File: src/rtl/dmem_pkg.sv
`default_nettype none
// ============================================================================
// dmem_pkg : shared encodings for the dmem load/store initiator and lane logic
// Revision : 1.0
// ============================================================================
package dmem_pkg;

    localparam logic [1:0] SZ_BYTE = 2'b00;
    localparam logic [1:0] SZ_HALF = 2'b01;
    localparam logic [1:0] SZ_WORD = 2'b10;
    localparam logic [1:0] SZ_ILL  = 2'b11;

    localparam logic [1:0] MEM_EN_IDLE = 2'b00;
    localparam logic [1:0] MEM_EN_RD   = 2'b01;
    localparam logic [1:0] MEM_EN_WR   = 2'b10;

    typedef enum logic [1:0] {
        ST_IDLE  = 2'd0,
        ST_ISSUE = 2'd1,
        ST_WAIT  = 2'd2,
        ST_RESP  = 2'd3
    } dmem_state_e;

    // Halves must sit on an even byte, words on a word boundary; size 11 never legal.
    function automatic logic access_err(input logic [1:0] size, input logic [1:0] off);
        logic err;
        case (size)
            SZ_BYTE: err = 1'b0;
            SZ_HALF: err = off[0];
            SZ_WORD: err = |off;
            default: err = 1'b1;
        endcase
        return err;
    endfunction

endpackage
`default_nettype wire

File: src/rtl/dmem_lane.sv
`default_nettype none
// ============================================================================
// dmem_lane : byte-lane steering for a 32-bit memory port (alignment check,
//             write mask, store replication, load extract and extend)
// Revision  : 1.0
// ============================================================================
module dmem_lane
    import dmem_pkg::*;
(
    input  logic [1:0]  size_i,
    input  logic [1:0]  off_i,
    input  logic        unsigned_i,
    input  logic [31:0] wdata_i,
    input  logic [31:0] rdata_i,
    output logic        err_o,
    output logic [3:0]  we_o,
    output logic [31:0] din_o,
    output logic [31:0] rdata_o
);

    logic [31:0] w_shifted;
    logic        w_sign;

    always_comb begin
        err_o     = access_err(size_i, off_i);
        we_o      = 4'b0000;
        din_o     = 32'h0000_0000;
        rdata_o   = 32'h0000_0000;
        w_sign    = 1'b0;
        // Addressed lane moved down to bit 0 so extraction is size-only.
        w_shifted = rdata_i >> {off_i, 3'b000};
        case (size_i)
            SZ_BYTE: begin
                we_o    = 4'b0001 << off_i;
                din_o   = {4{wdata_i[7:0]}};
                w_sign  = ~unsigned_i & w_shifted[7];
                rdata_o = {{24{w_sign}}, w_shifted[7:0]};
            end
            SZ_HALF: begin
                we_o    = 4'b0011 << off_i;
                din_o   = {2{wdata_i[15:0]}};
                w_sign  = ~unsigned_i & w_shifted[15];
                rdata_o = {{16{w_sign}}, w_shifted[15:0]};
            end
            SZ_WORD: begin
                we_o    = 4'b1111;
                din_o   = wdata_i;
                rdata_o = rdata_i;
            end
            default: begin
                we_o    = 4'b0000;
            end
        endcase
    end

endmodule
`default_nettype wire

File: src/rtl/dmem_master.sv
`default_nettype none
// ============================================================================
// dmem_master : single-outstanding load/store initiator for the dmem port
// Revision    : 1.0
// ============================================================================
module dmem_master
    import dmem_pkg::*;
#(
    parameter int RD_LAT = 1
) (
    input  logic        clk,
    input  logic        rst_n,
    input  logic        req_valid_i,
    output logic        req_ready_o,
    input  logic        req_we_i,
    input  logic [1:0]  req_size_i,
    input  logic        req_unsigned_i,
    input  logic [31:0] req_addr_i,
    input  logic [31:0] req_wdata_i,
    output logic        rsp_valid_o,
    output logic [31:0] rsp_rdata_o,
    output logic        rsp_err_o,
    output logic [1:0]  mem_en_o,
    output logic [3:0]  mem_we_o,
    output logic [31:0] mem_addr_o,
    output logic [31:0] mem_din_o,
    input  logic [31:0] mem_dout_i
);

    localparam logic [1:0] c_wait_init = 2'(RD_LAT - 1);

    dmem_state_e state_q;
    logic        req_ready_q;
    logic        rsp_valid_q;
    logic [31:0] rsp_rdata_q;
    logic        rsp_err_q;
    logic [1:0]  mem_en_q;
    logic [3:0]  mem_we_q;
    logic [31:0] mem_addr_q;
    logic [31:0] mem_din_q;
    logic        we_q;
    logic [1:0]  size_q;
    logic [1:0]  off_q;
    logic        unsigned_q;
    logic [1:0]  wait_cnt_q;

    logic        w_accept;
    logic [1:0]  w_lane_size;
    logic [1:0]  w_lane_off;
    logic        w_lane_err;
    logic [3:0]  w_lane_we;
    logic [31:0] w_lane_din;
    logic [31:0] w_lane_rdata;

    assign w_accept = req_valid_i & req_ready_q;

    // In IDLE the lane decodes the incoming request; afterwards the latched one.
    assign w_lane_size = (state_q == ST_IDLE) ? req_size_i      : size_q;
    assign w_lane_off  = (state_q == ST_IDLE) ? req_addr_i[1:0] : off_q;

    dmem_lane u_lane (
        .size_i     (w_lane_size),
        .off_i      (w_lane_off),
        .unsigned_i (unsigned_q),
        .wdata_i    (req_wdata_i),
        .rdata_i    (mem_dout_i),
        .err_o      (w_lane_err),
        .we_o       (w_lane_we),
        .din_o      (w_lane_din),
        .rdata_o    (w_lane_rdata)
    );

    always_ff @(posedge clk or negedge rst_n) begin
        if (!rst_n) begin
            state_q     <= ST_IDLE;
            req_ready_q <= 1'b0;
            rsp_valid_q <= 1'b0;
            rsp_rdata_q <= 32'h0000_0000;
            rsp_err_q   <= 1'b0;
            mem_en_q    <= MEM_EN_IDLE;
            mem_we_q    <= 4'b0000;
            mem_addr_q  <= 32'h0000_0000;
            mem_din_q   <= 32'h0000_0000;
            we_q        <= 1'b0;
            size_q      <= SZ_BYTE;
            off_q       <= 2'b00;
            unsigned_q  <= 1'b0;
            wait_cnt_q  <= 2'b00;
        end else begin
            case (state_q)
                ST_IDLE: begin
                    req_ready_q <= 1'b1;
                    if (w_accept) begin
                        req_ready_q <= 1'b0;
                        we_q        <= req_we_i;
                        size_q      <= req_size_i;
                        off_q       <= req_addr_i[1:0];
                        unsigned_q  <= req_unsigned_i;
                        if (w_lane_err) begin
                            state_q     <= ST_RESP;
                            rsp_valid_q <= 1'b1;
                            rsp_err_q   <= 1'b1;
                            rsp_rdata_q <= 32'h0000_0000;
                        end else begin
                            state_q    <= ST_ISSUE;
                            mem_addr_q <= {req_addr_i[31:2], 2'b00};
                            if (req_we_i) begin
                                mem_en_q  <= MEM_EN_WR;
                                mem_we_q  <= w_lane_we;
                                mem_din_q <= w_lane_din;
                            end else begin
                                mem_en_q  <= MEM_EN_RD;
                                mem_we_q  <= 4'b0000;
                            end
                        end
                    end
                end
                ST_ISSUE: begin
                    mem_en_q <= MEM_EN_IDLE;
                    mem_we_q <= 4'b0000;
                    if (we_q) begin
                        state_q     <= ST_RESP;
                        rsp_valid_q <= 1'b1;
                        rsp_err_q   <= 1'b0;
                        rsp_rdata_q <= 32'h0000_0000;
                    end else begin
                        state_q    <= ST_WAIT;
                        wait_cnt_q <= c_wait_init;
                    end
                end
                ST_WAIT: begin
                    // WAIT spans the RD_LAT cycles after ISSUE; the last one carries mem_dout.
                    if (wait_cnt_q == 2'b00) begin
                        state_q     <= ST_RESP;
                        rsp_valid_q <= 1'b1;
                        rsp_err_q   <= 1'b0;
                        rsp_rdata_q <= w_lane_rdata;
                    end else begin
                        wait_cnt_q <= wait_cnt_q - 2'b01;
                    end
                end
                ST_RESP: begin
                    rsp_valid_q <= 1'b0;
                    req_ready_q <= 1'b1;
                    state_q     <= ST_IDLE;
                end
                default: begin
                    state_q <= ST_IDLE;
                end
            endcase
        end
    end

    assign req_ready_o = req_ready_q;
    assign rsp_valid_o = rsp_valid_q;
    assign rsp_rdata_o = rsp_rdata_q;
    assign rsp_err_o   = rsp_err_q;
    assign mem_en_o    = mem_en_q;
    assign mem_we_o    = mem_we_q;
    assign mem_addr_o  = mem_addr_q;
    assign mem_din_o   = mem_din_q;

endmodule
`default_nettype wire

File: config.mk
export PLATFORM = sky130hd
export DESIGN_NAME = dmem_master
export DESIGN_NICKNAME = d
export VERILOG_FILES = /design/src/rtl/dmem_pkg.sv /design/src/rtl/dmem_lane.sv /design/src/rtl/dmem_master.sv
export SDC_FILE = /design/constraint.sdc
export NUM_CORES = 1
export LEC_CHECK = 0
export ABC_CLOCK_PERIOD_IN_PS = 4600
export CAP_MARGIN = 40
export CORE_MARGIN = 3
export CORE_UTILIZATION = 46
export DETAILED_ROUTE_END_ITERATION = 10
export GPL_TIMING_DRIVEN = 1
export PLACE_DENSITY_LB_ADDON = 0.2
export RECOVER_POWER = 50
export SYNTH_ARGS = -nofsm -noshare
export SYNTH_HDL_FRONTEND = slang
export SYNTH_HIERARCHICAL = 1
export SYNTH_SLANG_ARGS = --single-unit
File: constraint.sdc
create_clock -name clk -period 4.6 [get_ports clk]
set_input_delay 0.46 -clock clk [delete_from_list [all_inputs] [get_ports clk]]
set_output_delay 0.46 -clock clk [all_outputs]
set_load 0.03 [all_outputs]
==> summary.txt <==
==================================================================================
Result of the run ................................................... finished, violations left
Failing checks ...................................................... max-capacitance violations, max-slew violations
TritonCTS Buffers ...................................................           17
Post-route clock period utilization .................................       0.7658
Yosys warns .........................................................            6
Clk_lat worst skew ..................................................      0.41 ns
Placer's final routability congestion estimate ......................       0.8291
Y dimension of the die ..............................................     119.2 um
Area of combinational cells with multiple inputs .................... 0.002660 sq mm
Leak Pwr ............................................................     3.994 nW
Die footprint ....................................................... 0.01421 sq mm
Post-Place Cell Area ................................................ 0.008063 sq mm
Worst R2R Start .....................................................   state_q[0]
Internal Pwr Total ..................................................     4.003 mW
Antenna violations before repair ....................................            0
CTS sink cnt ........................................................          113
Number of pins with negative max-slew slack in the final report .....           45
Number of distinct library cells after synthesis ....................           41
Endpoint of the worst-slack reg-to-reg timing path .................. mem_addr_o[29]
Global Route Usage Sum ..............................................       0.2302
Fill cell total of the finished layout ..............................          932
Number of vias after detailed routing ...............................         4792
Kind of end point of the critical path ..............................     register
Worst max-slew margin expressed relative to the limit ...............      -0.6430
Sequential share of the synthesized area ............................       0.4797
First-pass GRT wire length ..........................................     25990 um
Synth Flop Type ..................................................... sky130_fd_sc_hd__dfrtp_1
Final core utilization ..............................................       0.7026
Achievable Freq .....................................................    283.9 MHz
Register bit total from synthesis ...................................          113
Deepest clock path buffer count .....................................            2
Clock power share ...................................................        0.174
Share of final-layout standard cells stronger than drive strength 1 .       0.1691
Startpoint Class ....................................................     register
Number of enable-type register cells in the synthesized netlist .....            0
Share of synthesized flip-flops with an asynchronous set or reset ...        1.000
Setup tns final .....................................................         0 ns
Max-cap violations ..................................................            1
Sw Share ............................................................       0.4300
Class of the most critical hold timing path ......................... input pin to async pin
Required arrival time at the worst endpoint .........................      4.89 ns
RSZ-0062 raised after global routing ................................        false
Cells after Synth ...................................................          533
Detailed-placement wirelength estimate ..............................     11520 um
Number of failing hold endpoints at the final stage .................            0
Core region area .................................................... 0.01226 sq mm
Highest metal layer with signal wires ...............................         met4
Register share of total power .......................................        0.244
Max VDD drop ........................................................  0.0004431 V
Setup slack, reg-to-reg .............................................      1.08 ns
Pre-CTS setup slack .................................................     1.080 ns
Combinational Power Share ...........................................        0.583
Detailed-routing iteration count for the pre-antenna-repair pass ....            5
Sequential Area ..................................................... 0.002828 sq mm
Final standard cell area without fillers ............................ 0.008615 sq mm
CTS tree ............................................................          yes
Worst-case setup margin in the final layout .........................     1.077 ns
Final routed DRC violation total ....................................            0
Post-layout net count ...............................................          840
Cell depth of the worst flop-to-flop path ...........................            8
Post-layout min period ..............................................     3.523 ns
Via/cell ratio ......................................................        5.249
Signed area change from the synthesized netlist to the final layout .       46.15%
CTS root buf ........................................................ sky130_fd_sc_hd__clkbuf_16
Chip Width ..........................................................     119.2 um
I/O Buffers .........................................................          205
Total met2 wirelength after detailed routing ........................      7950 um
Routed met3 length ..................................................      1361 um
Worst slew pin tran .................................................     2.465 ns
Num rows ............................................................           40
Reported net switching power ........................................     3.020 mW
Type of the worst setup path ........................................ register to register
Count of pins on the block boundary .................................          208
Largest net degree at the start of global routing ...................           69
Arrival time reported for the critical path endpoint ................      3.81 ns
Number of global-route vias before repair ...........................         5109
Average routed wire per standard cell ...............................     17.42 um
Average cell area after synthesis ...................................  11.06 sq um
Count of antenna-violating nets left after detailed routing .........            0
Drt total wl ........................................................     15900 um
Synth Cell Area ..................................................... 0.005894 sq mm
Gr ovfl total .......................................................            0
Power per cell area ................................................. 815.2 mW/mm^2
Clock-pin slew on the worst setup and hold paths ....................      0.05 ns
Antenna cells .......................................................            0
Initial DRC Count ...................................................          280
Length of routed wiring on met1 .....................................      6301 um
Buffers inserted during post-CTS setup optimization .................            0
CTS H-tree lvls .....................................................            4
Largest fanout of any net on the critical path ......................           29
Effective utilization at floorplan ..................................       0.4807
Final count of negative-setup-slack endpoints .......................            0
Worst Skew ..........................................................  0.007079 ns
==================================================================================
cells in the final DEF, fill, tap and decap left out, drive strengths merged, types with 13 or more instances in the layout:
cell type,count
a21o,32
a21oi,16
a22o,13
clkbuf,23
clkdlybuf4s50,157
dfrtp,113
dlygate4sd3,48
inv,49
mux2,80
mux2i,46
nand2,54
nor2,16
o21ai,24
routing by layer:
layer  global-route usage  vias up
met3              0.08405       22
met2               0.3854      169
met1               0.2722     2348
met4              0.08182        0
met5                    0        -
li1                     -     2253
cell usage after synthesis, types with 4 or more instances:
cell / n / area [sq um]
sky130_fd_sc_hd__nand2_1: 54 / 202.7
sky130_fd_sc_hd__inv_1: 49 / 183.9
sky130_fd_sc_hd__mux2_2: 78 / 878.3
sky130_fd_sc_hd__a22o_1: 12 / 105.1
sky130_fd_sc_hd__o21ai_0: 24 / 120.1
sky130_fd_sc_hd__nor2_1: 16 / 60.06
sky130_fd_sc_hd__a221o_1: 8 / 80.08
sky130_fd_sc_hd__buf_6: 5 / 56.30
sky130_fd_sc_hd__dfrtp_1: 113 / 2828
sky130_fd_sc_hd__buf_2: 6 / 30.03
sky130_fd_sc_hd__nor2b_1: 4 / 25.02
sky130_fd_sc_hd__mux2i_1: 46 / 460.4
sky130_fd_sc_hd__a21oi_1: 16 / 80.08
sky130_fd_sc_hd__ha_1: 5 / 62.56
sky130_fd_sc_hd__a21o_1: 32 / 240.2
sky130_fd_sc_hd__a22oi_1: 8 / 60.06
sky130_fd_sc_hd__clkbuf_1: 19 / 71.32
power groups by stage:
stage | combinational (mW) | sequential [mW] | clock, mW
global route | 4.37 | 1.77 | 1.29
finish | 4.09 | 1.71 | 1.22
floorplan | 2.00 | 2.52 | 0
CTS | 4.19 | 1.72 | 1.24
detailed placement | 4.17 | 1.73 | 0
global placement | 4.04 | 1.71 | 0
registers in the layout, indices dropped and copies added (netlist names):
signal,cells
mem_din_o,32
rsp_rdata_o,32
mem_addr_o,30
mem_we_o,4
mem_en_o,2
off_q,2
size_q,2
state_q,2
wait_cnt_q,2
req_ready_o,1
rsp_err_o,1
rsp_valid_o,1
unsigned_q,1
we_q,1
kinds of logic (layout without fill, tap and decap cells):
logic type,after synthesis,count (layout),synth area share
compound gates,109,109,0.1310
fa+ha+maj,5,5,0.01061
buf+inv,86,297,0.06941
simple gates,92,92,0.07387
other cells,1,2,0.0006362
mux,127,127,0.2348
flops,113,113,0.4797
final cells by class:
| cell class | count | area share |
|---|---|---|
| Tap cell | 168 | 0.02440 |
| Clock buffer | 21 | 0.05461 |
| Clock inverter | 11 | 0.01017 |
| Inverter | 49 | 0.02135 |
| Timing Repair Buffer | 216 | 0.2524 |
| Sequential cell | 113 | 0.3282 |
| Multi-Input combinational cell | 335 | 0.3088 |
critical path, stage by stage, from the launching register on:
cell and delay [ns]:
sky130_fd_sc_hd__dfrtp_1 0.42, sky130_fd_sc_hd__inv_1 0.11, sky130_fd_sc_hd__ha_1 0.53, sky130_fd_sc_hd__mux2_2 0.72, sky130_fd_sc_hd__a21oi_1 0.13, sky130_fd_sc_hd__nor2_1 0.34, sky130_fd_sc_hd__nand4b_1 0.38, sky130_fd_sc_hd__buf_4 0.38
sky130_fd_sc_hd__mux2_2 0.38
how the worst max path moves through the flow:
stage,startpoint,end,slack (ns),depth (start not counted)
after floorplan,state_q[0],mem_addr_o[28],1.28,12
after global placement,state_q[0],mem_addr_o[12],1.27,8
after detailed placement,state_q[0],mem_addr_o[29],1.08,8
after CTS,state_q[0],mem_addr_o[29],1.07,8
after global routing,rst_n,rsp_rdata_o[19],0.58,4
final,state_q[0],mem_addr_o[29],1.08,8
what timing repair did:
action,in CTS,in global routing
gates resized for setup,0,0
endpoints found under the hold margin,2,0
setup endpoints to repair,0,0
hold buffers,1,0
through the flow:
| stage | total power [mW] | instances | hold WS [ns] |
|---|---|---|---|
| 3_5_place_dp | 5.898 | 880 | 0.2665 |
| 5_1_grt | 7.441 | 913 | 0.4465 |
| 4_1_cts | 7.152 | 913 | 0.3772 |
| 3_3_place_gp | 5.745 | 876 | 0.4698 |
| 2_1_floorplan | 4.527 | 534 | 0.1644 |
| 6_report | 7.023 | 913 | 0.4440 |
Power figures use the tool's default switching activity.
